File: src/rtl/rapids_pkg.sv
// Shared fetch-path types: word geometry, the queued fetch entry and the fetch state encoding.
package rapids_pkg;

    localparam int unsigned WORD_W      = 32;
    localparam int unsigned INSTR_BYTES = 4;

    // One prefetched instruction; a fault entry carries word 0.
    typedef struct packed {
        logic [WORD_W-1:0] pc;
        logic [WORD_W-1:0] word;
        logic              fault;
    } fetch_entry_t;

    // RUN fetches sequentially, HALT parks after a faulting fetch until redirected.
    typedef enum logic [0:0] {
        RUN  = 1'b0,
        HALT = 1'b1
    } fetch_state_e;

    // Sequential fetch address; wraps modulo 2^32.
    function automatic logic [WORD_W-1:0] next_pc(input logic [WORD_W-1:0] pc);
        return pc + WORD_W'(INSTR_BYTES);
    endfunction

endpackage

File: src/rtl/instr_fetch_if.sv
// Fetch-to-controlpath handshake: valid/ready with the head instruction, its pc and fault flag.
interface instr_fetch_if;
    import rapids_pkg::*;

    logic              fetch_valid;
    logic [WORD_W-1:0] fetch_instr;
    logic [WORD_W-1:0] fetch_pc;
    logic              fetch_fault;
    logic              fetch_ready;

    // Producer side (the fetch unit).
    modport master (
        output fetch_valid,
        output fetch_instr,
        output fetch_pc,
        output fetch_fault,
        input  fetch_ready
    );

    // Consumer side (the controlpath).
    modport slave (
        input  fetch_valid,
        input  fetch_instr,
        input  fetch_pc,
        input  fetch_fault,
        output fetch_ready
    );

endinterface

File: src/rtl/fetch_fifo.sv
// Prefetch queue: DEPTH-entry synchronous FIFO, first-word-fall-through, with flush.
// A push into a full queue is accepted when a pop happens in the same cycle.
module fetch_fifo import rapids_pkg::*; #(
    parameter int unsigned DEPTH = 4
) (
    input  logic         clk,
    input  logic         rst,
    input  logic         flush,
    input  logic         push,
    input  logic         pop,
    input  fetch_entry_t wdata,
    output fetch_entry_t rdata,
    output logic         valid,
    output logic         full
);

    localparam int unsigned AW        = $clog2(DEPTH);
    localparam logic [AW:0] DEPTH_CNT = (AW+1)'(DEPTH);

    fetch_entry_t  mem_q [DEPTH];
    logic [AW-1:0] rptr_q;
    logic [AW-1:0] wptr_q;
    logic [AW:0]   count_q;
    logic          do_push;
    logic          do_pop;

    // Pop needs a head entry; push into a full queue only alongside a pop.
    assign do_pop  = pop && valid;
    assign do_push = push && (!full || do_pop);

    assign valid = (count_q != '0);
    assign full  = (count_q == DEPTH_CNT);
    assign rdata = mem_q[rptr_q];

    // Pointer and occupancy update; reset and flush both empty the queue.
    always_ff @(posedge clk) begin
        if (rst || flush) begin
            rptr_q  <= '0;
            wptr_q  <= '0;
            count_q <= '0;
        end else begin
            if (do_push) begin
                wptr_q <= wptr_q + AW'(1);
            end
            if (do_pop) begin
                rptr_q <= rptr_q + AW'(1);
            end
            if (do_push && !do_pop) begin
                count_q <= count_q + (AW+1)'(1);
            end else if (!do_push && do_pop) begin
                count_q <= count_q - (AW+1)'(1);
            end
        end
    end

    // Entry storage; contents are only meaningful below count_q, so no reset.
    always_ff @(posedge clk) begin
        if (do_push) begin
            mem_q[wptr_q] <= wdata;
        end
    end

endmodule

File: src/rtl/instr_fetch.sv
// Instruction fetch unit: walks the fetch address, captures MMU words into the prefetch queue,
// parks after a faulting fetch and restarts on redirect.
module instr_fetch import rapids_pkg::*; #(
    parameter int unsigned       DEPTH    = 4,
    parameter logic [WORD_W-1:0] RESET_PC = 32'h0000_0000
) (
    input  logic              clk,
    input  logic              rst,
    output logic [WORD_W-1:0] instr_addr,
    input  logic [WORD_W-1:0] instr,
    input  logic              wait_instr,
    input  logic              instr_segv,
    input  logic              redirect,
    input  logic [WORD_W-1:0] redirect_pc,
    instr_fetch_if.master     fetch_bus
);

    fetch_state_e      state_q;
    fetch_state_e      state_d;
    logic [WORD_W-1:0] fetch_pc_q;
    logic [WORD_W-1:0] fetch_pc_d;
    logic              q_valid;
    logic              q_full;
    logic              push;
    logic              pop;
    fetch_entry_t      push_entry;
    fetch_entry_t      head;

    // Redirect blocks both sides of the queue; the flush wins that cycle.
    assign pop  = q_valid && fetch_bus.fetch_ready && !redirect;
    assign push = (state_q == RUN) && !wait_instr && !redirect && (!q_full || pop);

    // Faulting fetches are queued as markers with a zero word.
    always_comb begin
        push_entry       = '0;
        push_entry.pc    = fetch_pc_q;
        push_entry.word  = instr_segv ? '0 : instr;
        push_entry.fault = instr_segv;
    end

    // Next fetch address and state: redirect restarts, a fault parks, a normal push advances.
    always_comb begin
        fetch_pc_d = fetch_pc_q;
        state_d    = state_q;
        if (redirect) begin
            fetch_pc_d = redirect_pc;
            state_d    = RUN;
        end else if (push) begin
            if (instr_segv) begin
                state_d = HALT;
            end else begin
                fetch_pc_d = next_pc(fetch_pc_q);
            end
        end
    end

    // Fetch address and state registers with synchronous reset.
    always_ff @(posedge clk) begin
        if (rst) begin
            fetch_pc_q <= RESET_PC;
            state_q    <= RUN;
        end else begin
            fetch_pc_q <= fetch_pc_d;
            state_q    <= state_d;
        end
    end

    fetch_fifo #(
        .DEPTH (DEPTH)
    ) u_fifo (
        .clk   (clk),
        .rst   (rst),
        .flush (redirect),
        .push  (push),
        .pop   (pop),
        .wdata (push_entry),
        .rdata (head),
        .valid (q_valid),
        .full  (q_full)
    );

    assign instr_addr            = fetch_pc_q;
    assign fetch_bus.fetch_valid = q_valid;
    assign fetch_bus.fetch_instr = head.word;
    assign fetch_bus.fetch_pc    = head.pc;
    assign fetch_bus.fetch_fault = head.fault;

endmodule

File: src/flat_wrapper.sv
// flat-port wrapper written by rule: the top's interface ports become plain ports
module instr_fetch_flat import rapids_pkg::*;
#(
    parameter int unsigned       DEPTH    = 4,
    parameter logic [WORD_W-1:0] RESET_PC = 32'h0000_0000
)
  (clk, rst, instr_addr, instr, wait_instr, instr_segv, redirect, redirect_pc, fetch_bus_fetch_valid, fetch_bus_fetch_instr, fetch_bus_fetch_pc, fetch_bus_fetch_fault, fetch_bus_fetch_ready);
  instr_fetch_if fetch_bus_i ();
  input  logic clk;
  input  logic rst;
  output logic [WORD_W-1:0] instr_addr;
  input  logic [WORD_W-1:0] instr;
  input  logic wait_instr;
  input  logic instr_segv;
  input  logic redirect;
  input  logic [WORD_W-1:0] redirect_pc;
  output wire logic [$bits(fetch_bus_i.fetch_valid)-1:0] fetch_bus_fetch_valid;
  output wire logic [$bits(fetch_bus_i.fetch_instr)-1:0] fetch_bus_fetch_instr;
  output wire logic [$bits(fetch_bus_i.fetch_pc)-1:0] fetch_bus_fetch_pc;
  output wire logic [$bits(fetch_bus_i.fetch_fault)-1:0] fetch_bus_fetch_fault;
  input wire logic [$bits(fetch_bus_i.fetch_ready)-1:0] fetch_bus_fetch_ready;
  assign fetch_bus_fetch_valid = fetch_bus_i.fetch_valid;
  assign fetch_bus_fetch_instr = fetch_bus_i.fetch_instr;
  assign fetch_bus_fetch_pc = fetch_bus_i.fetch_pc;
  assign fetch_bus_fetch_fault = fetch_bus_i.fetch_fault;
  assign fetch_bus_i.fetch_ready = fetch_bus_fetch_ready;
  instr_fetch #(.DEPTH(DEPTH), .RESET_PC(RESET_PC)) u_core (.clk(clk), .rst(rst), .instr_addr(instr_addr), .instr(instr), .wait_instr(wait_instr), .instr_segv(instr_segv), .redirect(redirect), .redirect_pc(redirect_pc), .fetch_bus(fetch_bus_i));
endmodule
File: config.mk
export PLATFORM = sky130hd
export DESIGN_NAME = instr_fetch_flat
export DESIGN_NICKNAME = d
export VERILOG_FILES = /design/src/rtl/rapids_pkg.sv /design/src/rtl/instr_fetch_if.sv /design/src/rtl/fetch_fifo.sv /design/src/rtl/instr_fetch.sv /design/src/flat_wrapper.sv
export SDC_FILE = /design/constraint.sdc
export NUM_CORES = 1
export LEC_CHECK = 0
export BUFFER_PORTS_ARGS = -buffer_cell sky130_fd_sc_hd__buf_2
export CELL_PAD_IN_SITES_DETAIL_PLACEMENT = 0
export CELL_PAD_IN_SITES_GLOBAL_PLACEMENT = 1
export CORE_ASPECT_RATIO = 1.75
export CORE_MARGIN = 10
export CORE_UTILIZATION = 49
export DETAILED_ROUTE_END_ITERATION = 6
export HOLD_SLACK_MARGIN = 0.1
export PLACE_DENSITY = 0.92
export SLEW_MARGIN = 20
export SYNTH_ARGS = -nofsm -noshare
export SYNTH_HDL_FRONTEND = slang
export SYNTH_SLANG_ARGS = --single-unit
File: constraint.sdc
create_clock -name clk -period 3.9 [get_ports clk]
set_input_delay 0.39 -clock clk [delete_from_list [all_inputs] [get_ports clk]]
set_output_delay 0.39 -clock clk [all_outputs]
set_load 0.005 [all_outputs]
==> run metrics <==
status=completed; Yosys cell types=41; fin crit share=69.8%; Clk Latency, worst-skew pair=0.53 ns; startpoint class of the critical path=register; DIE HEIGHT=229 um; initial antenna violation count=0; number of H-tree levels=1; Hold Crit Class=in -> reg; post-synthesis xor/xnor area fraction=2.30%; Rows=76; Max Cap Viol=0; Worst-path clk slew=0.07 ns; Hold WS=0.123 ns; worst setup path class=reg -> out; worst vdd ir=0.349 mV; Max Clock Skew=0.0148 ns; worst slew pin tran=1.07 ns; CTS tree=built; Mapped Avg Cell Area=17.5 um^2; Post-Synthesis Cells=696; power per cell area=470 nW/um^2; Adder-Cell Fraction of Synth Area=0.779%; Crit. End Element=output port; Fmax=367 MHz; layout cell share with drive strength beyond 1=34.3%; main combinational cell family by area after synthesis=multiplexers; DRC viols=0; crit path time final=2.72 ns; DP Wirelength=17.0 mm; CTS Buffer Depth=3; busiest layer in global routing=met2; max-slew violations=0; global-route wire length before repair=40.8 mm; Initial Utilization=49.6%; Synth Area in Compound Gates=2.76%; area of the die=31,900 um^2; clock buffer count from CTS=26; Pwr Total=6.62 mW; met3 global-route usage=2.58%; WL final=26.6 mm; Yosys warnings=0; most frequent cells in the layout=260 x edfxtp_1, 167 x buf_2, 65 x mux4_2, 40 x dfxtp_1, 33 x nor2b_1; I/O Buffers=167; CTS sink cnt=302; clk root buf=clkbuf_16; antenna-violating nets left=0; Placed Area=13,200 um^2; Simple-Gate Fraction of Synth Area=6.93%; Leak=4.94 nW; most common cell after layout, fill and taps aside=edfxtp_1; largest net degree at the start of global routing=66; TNS Setup=0 ns; M2 GR Usage=30.9%; synthesized net count=773; CP arrival=2.33 ns; ANT cells=0; #FFs+latches synth=302; IO Count=168; gpl congestion=0.810; Final Cell Area=14,100 um^2; overflow left after global routing=0; All-Layer GR Usage=16.3%; Filler cells=1,889; Max transition margin=28.8%; Setup-failing EPs final=0; Die Span X=139 um; Global Route met1 Usage=17.7%; crit path max fanout=49; Starting DRT DRC Count=449; vias=6,439; synthesis-to-layout area growth=15.4%; Crit path required time=3.51 ns; RSZ-0062 raised after global routing=false; post-synthesis sequential area ratio=70.8%; post-synthesis mux area share=12.6%; nets@finish=917; final hold vios=0; CORE AREA=24,600 um^2; first drt pass iteration count=4; mapped cell area=12,200 um^2; Via density=5.49; post-CTS setup repair buffer count=0; per-cell routed wire length=22.7 um; post-CTS sizing=0; vias in the first global route=6,936
## layer usage
metal	wire length, um	part of all wire [%]
met1	9880	37
met2	15100	57
met3	1190	4.5
met4	461	1.7
met5	0	0
## cells by family (layout without fill, tap and decap cells)
logic type                 count (synthesis)  in the layout
DFF                                      302            302
and+or+nand+nor                          139            139
buffers and inverters                     88            252
muxes                                     72             72
AOI/OAI and AO/OA                         56             56
xor gates and xnor gates                  32             32
adders and majority gates                  7              7
## synth_stat cells
library cell	n	area, um^2
nand3_1	11	55.1
mux4_2	65	1460
nor3b_1	2	15.0
nor2_1	20	75.1
a21oi_1	26	130
nand4_1	13	81.3
buf_4	33	248
ha_1	6	75.1
or2_2	2	12.5
and2_1	4	25.0
o21a_1	19	143
nor4_1	4	25.0
clkbuf_1	16	60.1
or3_1	6	37.5
a21o_1	1	7.51
o21ai_1	1	5.00
and3b_1	1	8.76
nand2_1	14	52.6
edfxtp_1	260	7810
nor2b_1	33	206
or4b_4	1	13.8
fa_1	1	20.0
nor3_1	6	30.0
and4_1	7	61.3
buf_2	9	45.0
inv_1	26	97.6
nand2_4	1	11.3
nor4b_4	1	23.8
o21ai_0	6	30.0
xnor2_1	14	123
mux2_2	1	11.3
o22ai_1	2	12.5
and4bb_1	1	12.5
and3_1	9	56.3
xor2_1	18	158
a221oi_1	1	8.76
dfxtp_1	42	841
nor3_4	2	32.5
mux2i_1	6	60.1
buf_1	4	15.0
nand3_2	1	10.0
## area by class of cell
class / count / area (um^2) / share of cell area (%)
Sequential cell: 302 / 8660 / 61.4
Multi-Input combinational cell: 306 / 3100 / 22.0
Timing Repair Buffer: 178 / 973 / 6.91
Clock buffer: 27 / 676 / 4.80
Tap cell: 312 / 390 / 2.77
Clock inverter: 21 / 194 / 1.38
Inverter: 26 / 97.6 / 0.693
## final timing paths
| path | endpoint | startpoint | cells past startpoint | slack [ns] |
|---|---|---|---|---|
| setup / recovery | fetch_bus_fetch_instr[4] | register | 3 | 1.18 |
| hold / removal | u_core.instr_addr[4] | redirect_pc[4] | 3 | 0.12 |
| setup reg to reg | u_core.u_fifo.count_q[2] | u_core.u_fifo.count_q[0] | 9 | 1.23 |
| hold reg to reg | u_core.u_fifo.wptr_q[1] | u_core.u_fifo.wptr_q[1] | 2 | 0.52 |
## registers in the layout (all words and copies together) (netlist names), named ones only
name / count
u_core.instr_addr: 32
u_core.state_q: 1
u_core.u_fifo.wptr_q: 2
u_core.u_fifo.rptr_q: 2
u_core.u_fifo.count_q: 3
u_core.u_fifo.mem_q: 260
## through the flow
step	util [%]	cells	setup WS (ns)
3_3_place_gp	53.4	1117	1.28
3_5_place_dp	53.4	1117	1.23
2_1_floorplan	-	696	0.796
4_1_cts	57.2	1172	1.07
5_1_grt	57.2	1172	1.01
6_report	57.2	1172	1.18
## critical path: stages (launching register included)
cell,delay [ns]
dfxtp_4,0.60
buf_12,0.42
mux4_2,0.59
buf_2,0.15
## power by group
group          leakage [nW]  switching, mW  internal (mW)
Sequential             2.73         0.0807           3.59
Combinational          1.80          0.185          0.170
Clock                 0.414           1.13           1.46
Total                  4.94           1.40           5.23
## timing repair
item	CTS	global route
hold buffers	7	0
setup endpoints to repair	0	0
hold endpoints to repair	7	0
Note: power is estimated with default switching activity, not from simulation.
